--- config.mk ---
export PLATFORM = sky130hd
export DESIGN_NAME = sram_fifo_ctrl
export DESIGN_NICKNAME = d
export VERILOG_FILES = /design/src/rtl/sram_fifo_ctrl.sv
export SDC_FILE = /design/constraint.sdc
export NUM_CORES = 1
export LEC_CHECK = 0
export CORE_MARGIN = 5
export CORE_UTILIZATION = 49
export CTS_CLUSTER_DIAMETER = 40
export DETAILED_ROUTE_END_ITERATION = 6
export HOLD_SLACK_MARGIN = 0.02
export PLACE_DENSITY = 0.79
export SYNTH_ARGS = -nofsm -noshare
export SYNTH_HDL_FRONTEND = slang
export SYNTH_SLANG_ARGS = --single-unit
--- constraint.sdc ---
create_clock -name clk -period 4.5 [get_ports clk]
set_input_delay 0.9 -clock clk [delete_from_list [all_inputs] [get_ports clk]]
set_output_delay 0.9 -clock clk [all_outputs]
set_load 0.03 [all_outputs]
--- src/rtl/sram_fifo_ctrl.sv ---
`default_nettype none
// ============================================================================
//  Module   : sram_fifo_ctrl
//  Purpose  : FIFO of DEPTH+2 words built from a single-port synchronous SRAM
//             (DEPTH words) plus a 2-entry output buffer (obuf). Reads into
//             the obuf take priority over writes; one SRAM access per cycle.
//  Ports    : clk, rstn (async, active-low)
//             in_valid/in_ready/in_data     - push side (valid/ready)
//             out_valid/out_ready/out_data  - pop side (valid/ready)
//             sram_cs/sram_we/sram_ad/sram_wd/sram_rd - SRAM port
//             level (only with SRAM_FIFO_LEVEL_EN) - words held in total
//  Options  : define SRAM_FIFO_LEVEL_EN to add the level output port.
//  Revision : 1.0 - initial release
// ============================================================================
module sram_fifo_ctrl #(
    parameter int DEPTH = 16,
    parameter int WIDTH = 8,
    parameter int AW    = $clog2(DEPTH)
) (
    input  logic             clk,
    input  logic             rstn,
    input  logic             in_valid,
    output logic             in_ready,
    input  logic [WIDTH-1:0] in_data,
    output logic             out_valid,
    input  logic             out_ready,
    output logic [WIDTH-1:0] out_data,
    output logic             sram_cs,
    output logic             sram_we,
    output logic [AW-1:0]    sram_ad,
    output logic [WIDTH-1:0] sram_wd,
    input  logic [WIDTH-1:0] sram_rd
`ifdef SRAM_FIFO_LEVEL_EN
    ,
    output logic [AW+1:0]    level
`endif
);

    localparam logic [AW:0]   FULL_CNT = DEPTH;
    localparam logic [AW:0]   CNT_ONE  = 1;
    localparam logic [AW-1:0] PTR_ONE  = 1;
    localparam logic [1:0]    OB_ONE   = 2'd1;
    localparam logic [1:0]    OB_TWO   = 2'd2;

    logic [AW-1:0]    wr_ptr;
    logic [AW-1:0]    rd_ptr;
    logic [AW:0]      sram_cnt;
    logic             rd_inflight;
    logic [1:0]       ob_cnt;
    logic             ob_head;
    logic [WIDTH-1:0] ob0;
    logic [WIDTH-1:0] ob1;

    logic             rd_issue;
    logic             push;
    logic             pop;
    logic             ob_tail;

    // A read is only launched when the obuf is guaranteed a free slot for
    // its data, counting a read already in flight. Gating with rstn keeps
    // every SRAM strobe low while reset is held.
    assign rd_issue = rstn && (sram_cnt != '0) && ((ob_cnt + {1'b0, rd_inflight}) < OB_TWO);

    // Depends only on registered state and rstn: no path from in_valid or
    // out_ready.
    assign in_ready = rstn && (sram_cnt != FULL_CNT) && !rd_issue;

    assign push = in_valid && in_ready;
    assign pop  = out_valid && out_ready;

    always_comb begin
        sram_cs = rd_issue || push;
        sram_we = push;
        sram_ad = '0;
        sram_wd = '0;
        if (rd_issue) begin
            sram_ad = rd_ptr;
        end else if (push) begin
            sram_ad = wr_ptr;
            sram_wd = in_data;
        end
    end

    assign out_valid = (ob_cnt != 2'd0);
    assign out_data  = ob_head ? ob1 : ob0;

    // Next free obuf slot. A capture never meets a full obuf because a read
    // is issued only while occupancy plus in-flight is below two.
    assign ob_tail = ob_head ^ ob_cnt[0];

    always_ff @(posedge clk or negedge rstn) begin
        if (!rstn) begin
            wr_ptr      <= '0;
            rd_ptr      <= '0;
            sram_cnt    <= '0;
            rd_inflight <= 1'b0;
            ob_cnt      <= 2'd0;
            ob_head     <= 1'b0;
            ob0         <= '0;
            ob1         <= '0;
        end else begin
            if (push) begin
                wr_ptr <= wr_ptr + PTR_ONE;
            end
            if (rd_issue) begin
                rd_ptr <= rd_ptr + PTR_ONE;
            end
            case ({push, rd_issue})
                2'b10:   sram_cnt <= sram_cnt + CNT_ONE;
                2'b01:   sram_cnt <= sram_cnt - CNT_ONE;
                default: sram_cnt <= sram_cnt;
            endcase

            // A reset clears this flag, so data of an aborted read is never
            // captured.
            rd_inflight <= rd_issue;
            if (rd_inflight) begin
                if (ob_tail) begin
                    ob1 <= sram_rd;
                end else begin
                    ob0 <= sram_rd;
                end
            end

            case ({rd_inflight, pop})
                2'b10:   ob_cnt <= ob_cnt + OB_ONE;
                2'b01:   ob_cnt <= ob_cnt - OB_ONE;
                default: ob_cnt <= ob_cnt;
            endcase
            if (pop) begin
                ob_head <= ~ob_head;
            end
        end
    end

`ifdef SRAM_FIFO_LEVEL_EN
    assign level = {1'b0, sram_cnt}
                 + {{AW{1'b0}}, ob_cnt}
                 + {{(AW+1){1'b0}}, rd_inflight};
`endif

endmodule
`default_nettype wire
==> impl_metrics.py, run 1 <==
metrics = {
    "routing": {
        "drc": 0,
        "drt-vias-per-instance": 5.21,
        "ant_nets": 0,
        "vias": 1293,
        "wire_per_inst_um": 14.5,
        "drt_first_pass_iters": 4,
        "drt_iter0_drc": 40,
        "wirelength_um": 3590,
    },
    "timing": {
        "worst_pin_slew_ps": 442,
        "fin_crit_ps": 3610,
        "hold_ws_ps": 468,
        "fin_tns_setup_ps": 0,
        "fmax_mhz": 277,
        "fin_skew_ps": 3.63,
        "setup_viol": 0,
        "hold_viol": 0,
        "fin_crit_sh_pct": 80.2,
        "max_slew_margin_pct": 70.5,
        "rsz0062_at_grt": "false",
        "slew_viol_final": 0,
    },
    "clock_network": {
        "cts_setup_buffers": 0,
        "clock-sinks": 33,
        "numCtsBuffers": 5,
        "clkLatencyLatePin_ps": 280,
        "cts_hold_buf": 0,
        "cts_resized": 0,
        "cts-root-buf": "clkbuf_8",
        "path_clk_slew_ps": 70,
        "cts_tree": "done",
        "htree_levels": 2,
        "clock_path_buffers": 2,
    },
    "grt": {
        "grt_first_pass_wirelength_um": 6310,
        "grt_max_degree": 34,
        "antenna_found_initial": 0,
        "overflow": 0,
        "grtUsageTotal_pct": 15.7,
        "grt_pass1_vias": 1397,
    },
    "critical_path": {
        "worstPathRequired_ps": 4670,
        "reg2reg_setup_slack_ps": 1160,
        "r2r_cells": 11,
        "crit_path_end_kind": "flip-flop",
        "rr_endpoint": "sram_cnt[4]$_DFFE_PN0P_",
        "r2r_start": "sram_cnt[1]$_DFFE_PN0P_",
        "path_max_fanout": 13,
        "cp_top_family": "simple AND/OR/NAND/NOR gates",
        "cp_slowest_cell": "or4b_1",
        "crit_type": "in2reg",
        "cp_cell_sequence": "clkdlybuf4s50_1, inv_1, a21o_2, nor3b_4, inv_1, ha_1, xor2_1, ha_1, a21boi_0, o32ai_1, or4b_1, xnor2_1",
        "critical_path_buf_inv_count": 3,
        "crit_path_max_incr_delay_ps": 530,
        "critPathArrivalTime_ps": 3780,
        "cp-start-kind": "input pin",
    },
    "logic_synthesis": {
        "synthCells": 153,
        "ys_types": 37,
        "synthesis.nets": 181,
        "yosysSeqAreaShare_pct": 44.5,
        "syn_avg_cell_area_sq_um": 12.1,
        "netlist_area_sq_um": 1850,
        "synth_seq_cells": 33,
        "yosys_warnings": 0,
    },
    "cells_and_area": {
        "drive_gt1_share_pct": 33.0,
        "fill_cells": 292,
        "syn_to_final_growth_pct": 28.2,
        "final_util_pct": 64.9,
        "fin_nets": 227,
        "fin_area_sq_um": 2380,
        "n_antenna_cell": 0,
    },
    "floorplan": {
        "fp.dieH_um": 71.5,
        "fp.dieW_um": 71.5,
        "top_level_ports": 44,
        "core-area_sq_um": 3660,
        "design.die.area_sq_um": 5110,
        "initial_utilization_pct": 50.6,
        "rows": 22,
    },
    "outcome": {
        "outcome": "completed",
    },
    "placed_design": {
        "gp_congestion": 0.856,
        "dpl_cell_area_sq_um": 2290,
        "io_buffers": 43,
        "hpwl_um": 2700,
    },
    "hold_path": {
        "whs_endpoint": "wr_ptr[3]$_DFFE_PN0N_",
        "whs_path_depth": 1,
        "holdCritStartpoint": "wr_ptr[3]$_DFFE_PN0N_",
        "hp-class": "reg2reg",
    },
    "power": {
        "leakage_nw": 1.04,
        "finalPower_w": 0.00192,
        "power_density_nw_per_um2": 806,
        "ir_worst_vdd_mv": 0.330,
    },
    "job": {
        "drv_cap": 0,
    },
}
==> per-stage QoR <==
step                cells  setup WS, ps
finish                248           891
floorplan             153           966
global placement      240           735
global route          248           782
CTS                   248           922
detailed placement    240           646
==> state kept, by name, indices dropped and copies added, names as in the netlist <==
name / count
ob_head: 1
ob1: 8
ob0: 8
rd_inflight: 1
ob_cnt: 2
wr_ptr: 4
rd_ptr: 4
sram_cnt: 5
==> placed cells by master, fill, tap and decap left out, drive strengths merged, types with 2 or more instances in the layout <==
master          n
a22o            4
nor3            5
xor2            9
or2             2
clkinv          2
inv             9
clkdlybuf4s50  28
o21ai           2
nand2           7
and2            9
dfrtp          33
nand3b          2
clkbuf          5
buf            18
nor4            2
a21boi          3
mux2           27
nand4           2
ha              8
nor2            4
xnor2           7
==> per-layer routing <==
layer / track usage, % / part of all wire, % / wire length, um / up-vias
met5: 0 / 0 / 0 / -
met1: 18.8 / 42 / 1520 / 618
met2: 25.4 / 48 / 1730 / 49
li1: - / - / - / 622
met3: 5.89 / 8.3 / 297 / 4
met4: 6.05 / 1.1 / 38 / 0
==> power breakdown <==
group	total [W]	switching (W)	internal [W]	leakage [nW]
clock network	0.000209	0.000103	0.000106	0.0439
registers	0.000613	0.000156	0.000456	0.389
logic	0.00109	0.000552	0.000542	0.602
total	0.00192	0.000811	0.00110	1.04
==> worst reg2reg max path, delay by kind of cell (launching register included) <==
family | cells | cell delay, ps
AND/OR/NAND/NOR | 3 | 1030
adder cells (fa/ha/maj) | 2 | 680
AO/OA/AOI/OAI | 3 | 570
flip-flops | 1 | 490
XOR/XNOR | 2 | 340
buffers and inverters | 1 | 120
==> synthesized netlist by cell type <==
cell        n  area [sq um]
xnor2_1     7          61.3
nor2_1      4          15.0
nor3_1      4          20.0
a21oi_1     1          5.00
inv_1       9          33.8
or2_2       2          12.5
or4b_1      1          10.0
nor4_4      1          21.3
buf_6       1          11.3
nand4_2     1          12.5
and3b_1     1          8.76
nor3b_4     1          18.8
o2111ai_1   1          8.76
a21boi_1    1          7.51
a21o_2      1          8.76
xor2_1      8          70.1
ha_1        8           100
a32o_1      1          10.0
nor4_1      1          6.26
o311ai_0    1          8.76
nand4_1     1          6.26
nand4bb_1   1          11.3
a22o_2      4          40.0
and2_1      9          56.3
mux2_2     26           293
o21ai_0     2          10.0
mux2_4      1          15.0
o32ai_1     1          8.76
clkbuf_1    2          7.51
nor3_2      1          10.0
buf_2       4          20.0
nand3b_1    2          15.0
nand2_1     7          26.3
a21boi_0    2          15.0
xor2_2      1          16.3
a2111oi_4   1          27.5
dfrtp_1    33           826
==> final cells by class <==
class | instances | area, sq um | share of cell area [%]
clock inverters | 3 | 17.5 | 0.737
clock buffers | 5 | 68.8 | 2.89
repair buffers | 46 | 415 | 17.5
multi-input cells | 104 | 956 | 40.2
inverters | 9 | 33.8 | 1.42
flip-flops and latches | 33 | 826 | 34.7
well taps | 48 | 60.1 | 2.53
==> worst max-delay path by stage <==
stage / endpoint / cells past startpoint / from
3_3_place_gp: sram_cnt[4]$_DFFE_PN0P_ / 12 / rstn
6_report: sram_cnt[4]$_DFFE_PN0P_ / 12 / rstn
2_1_floorplan: sram_cnt[4]$_DFFE_PN0P_ / 13 / rstn
5_1_grt: sram_cnt[4]$_DFFE_PN0P_ / 12 / rstn
4_1_cts: sram_cnt[4]$_DFFE_PN0P_ / 12 / rstn
3_5_place_dp: sram_cnt[4]$_DFFE_PN0P_ / 12 / rstn
==> kinds of logic (layout without fill, tap and decap cells) <==
kind of cell,after synthesis,count (layout),share of synthesized area [%]
AOI/OAI and AO/OA,16,16,8.10
xor gates and xnor gates,16,16,7.96
adders and majority gates,8,8,5.40
buffers and inverters,16,63,3.91
DFF,33,33,44.5
muxes,27,27,16.6
and+or+nand+nor,37,37,13.5
No activity file was read; power rests on OpenSTA's default activity.
==> run 2: changes to the inputs <==
clock period = 3.4 ns   (was 4.5 ns; I/O delays follow)
==> run 2 against run 1 <==
Against the previous run:
- utilization rose by 0.89 points
- critical endpoint unchanged
- clock power increased by 34%
- critical path type unchanged
- combinational power is 37% higher
- global-route usage up 0.89 points
- non-clock buffer count increased by 4
- die area stayed put
- setup slack lost 770 ps
- register-to-register slack got worse by 960 ps
- sequential share of layout area decreased by 0.47 points
- sequential power rose by 32%
- routed wire length is 6.8% higher
- total power increased by 35%
==> impl_metrics.py, run 2 (synthesis gave the netlist of run 1 again) <==
metrics = {
    "critical_path": {
        "worstPathRequired_ps": 3570,
        "crit_type": "in2reg",
        "rr_endpoint": "sram_cnt[4]$_DFFE_PN0P_",
        "reg2reg_setup_slack_ps": 200,
        "r2r_cells": 11,
        "critPathArrivalTime_ps": 3450,
        "endpoint": "sram_cnt[4]$_DFFE_PN0P_",
        "startpoint": "rstn",
        "cp-start-kind": "input pin",
        "r2r_start": "sram_cnt[1]$_DFFE_PN0P_",
        "path_max_fanout": 5,
        "crit_path_end_kind": "flip-flop",
    },
    "routing": {
        "drt_iter0_drc": 29,
        "wl_met2_um": 1930,
        "top_layer": "met4",
        "drc": 0,
        "vias": 1329,
        "wl_met3_um": 319,
        "drt-vias-per-instance": 5.27,
        "drt-met1-wl_um": 1530,
        "wire_per_inst_um": 15.2,
        "drt_first_pass_iters": 4,
        "ant_nets": 0,
        "wirelength_um": 3840,
    },
    "clock_network": {
        "path_clk_slew_ps": 70,
        "cts-root-buf": "clkbuf_8",
        "clock-sinks": 33,
        "clock_path_buffers": 2,
        "numCtsBuffers": 5,
        "cts_setup_buffers": 0,
        "cts_tree": "done",
        "clkLatencyLatePin_ps": 280,
        "htree_levels": 2,
    },
    "grt": {
        "grt_first_pass_wirelength_um": 6800,
        "overflow": 0,
        "antenna_found_initial": 0,
        "grt_pass1_vias": 1494,
        "grt_max_degree": 34,
        "grtUsageTotal_pct": 16.6,
    },
    "timing": {
        "fin_crit_sh_pct": 96.6,
        "fin_skew_ps": 8.74,
        "fin_tns_setup_ps": 0,
        "hold_viol": 0,
        "worst_slack_ps": 117,
        "slew_viol_final": 0,
        "max_slew_margin_pct": 70.6,
        "rsz0062_at_grt": "false",
        "worst_pin_slew_ps": 442,
        "fmax_mhz": 305,
        "fin_crit_ps": 3280,
        "setup_viol": 0,
    },
    "floorplan": {
        "rows": 22,
        "initial_utilization_pct": 50.6,
        "core-area_sq_um": 3660,
        "fp.dieW_um": 71.5,
        "fp.dieH_um": 71.5,
        "top_level_ports": 44,
        "design.die.area_sq_um": 5110,
    },
    "cells_and_area": {
        "fill_cells": 278,
        "layout_commonest_cell": "dfrtp_1",
        "fin_nets": 231,
        "multi_input_area_sq_um": 958,
        "reg.largest.list": "ob0 x8, ob1 x8, sram_cnt x5",
        "final_util_pct": 65.8,
        "syn_to_final_growth_pct": 30.0,
        "n_antenna_cell": 0,
        "drive_gt1_share_pct": 34.8,
        "layout_common_cells": "dfrtp_1, clkdlybuf4s50_1, mux2_2",
        "seqCellArea_sq_um": 826,
        "instances_no_fill": 252,
    },
    "placed_design": {
        "gp_congestion": 0.824,
        "dp_cells": 244,
        "hpwl_um": 2930,
        "dpl_worst_slack_ps": -148,
        "io_buffers": 43,
    },
    "job": {
        "drv_cap": 0,
    },
    "outcome": {
        "outcome": "completed",
    },
    "power": {
        "power_density_nw_per_um2": 1070,
        "ir_worst_vdd_mv": 0.465,
        "leakage_nw": 1.05,
    },
    "hold_path": {
        "hp-class": "reg2reg",
    },
}
[run 2: layer usage]
| metal | track usage, % | vias up |
|---|---|---|
| li1 | - | 636 |
| met1 | 19.0 | 623 |
| met2 | 29.0 | 60 |
| met3 | 5.75 | 10 |
| met4 | 4.80 | 0 |
| met5 | 0 | - |
[run 2: cell type report]
| cell class | instances | area share [%] |
|---|---|---|
| clock inverters | 3 | 0.727 |
| multi-input cells | 104 | 39.8 |
| flip-flops and latches | 33 | 34.3 |
| clock buffers | 5 | 2.86 |
| inverters | 9 | 1.40 |
| repair buffers | 50 | 18.5 |
| well taps | 48 | 2.49 |
[run 2: critical path, stage by stage]
cell             delay [ps]
clkdlybuf4s50_1         500
inv_1                    70
a21o_2                  230
nor3b_4                 210
inv_1                    90
ha_1                    260
xor2_1                  170
ha_2                    230
a21boi_0                230
o32ai_1                 120
or4b_1                  530
xnor2_1                 140
[run 2: how the worst min path moves through the flow]
stage,slack [ps],end,cells after the start,start
floorplan,380,ob0[0]$_DFFE_PN0P_,0,rstn
global route,480,rd_ptr[3]$_DFFE_PN0P_,1,rd_ptr[3]$_DFFE_PN0P_
detailed placement,470,wr_ptr[3]$_DFFE_PN0N_,1,wr_ptr[3]$_DFFE_PN0N_
CTS,480,rd_ptr[3]$_DFFE_PN0P_,1,rd_ptr[3]$_DFFE_PN0P_
finish,480,rd_ptr[3]$_DFFE_PN0P_,1,rd_ptr[3]$_DFFE_PN0P_
global placement,460,rd_ptr[3]$_DFFE_PN0P_,1,rd_ptr[3]$_DFFE_PN0P_
[run 2: repair_timing]
| item | in CTS | in global routing |
|---|---|---|
| setup endpoints to repair | 0 | 1 |
| resized for setup | 0 | 1 |
| hold buffers | 0 | 0 |
[run 2: power breakdown]
part | internal, W | switching, W
sequential | 0.000604 | 0.000208
clock | 0.000141 | 0.000139
combinational | 0.000743 | 0.000751
[run 2: stage by stage]
| stage | hold WS, ps | area [sq um] | power (W) |
|---|---|---|---|
| after floorplan | 384 | 1850 | 0.00185 |
| after global placement | 464 | 2320 | 0.00223 |
| after detailed placement | 465 | 2320 | 0.00231 |
| after CTS | 478 | 2410 | 0.00261 |
| after global routing | 484 | 2410 | 0.00278 |
| final | 478 | 2410 | 0.00259 |
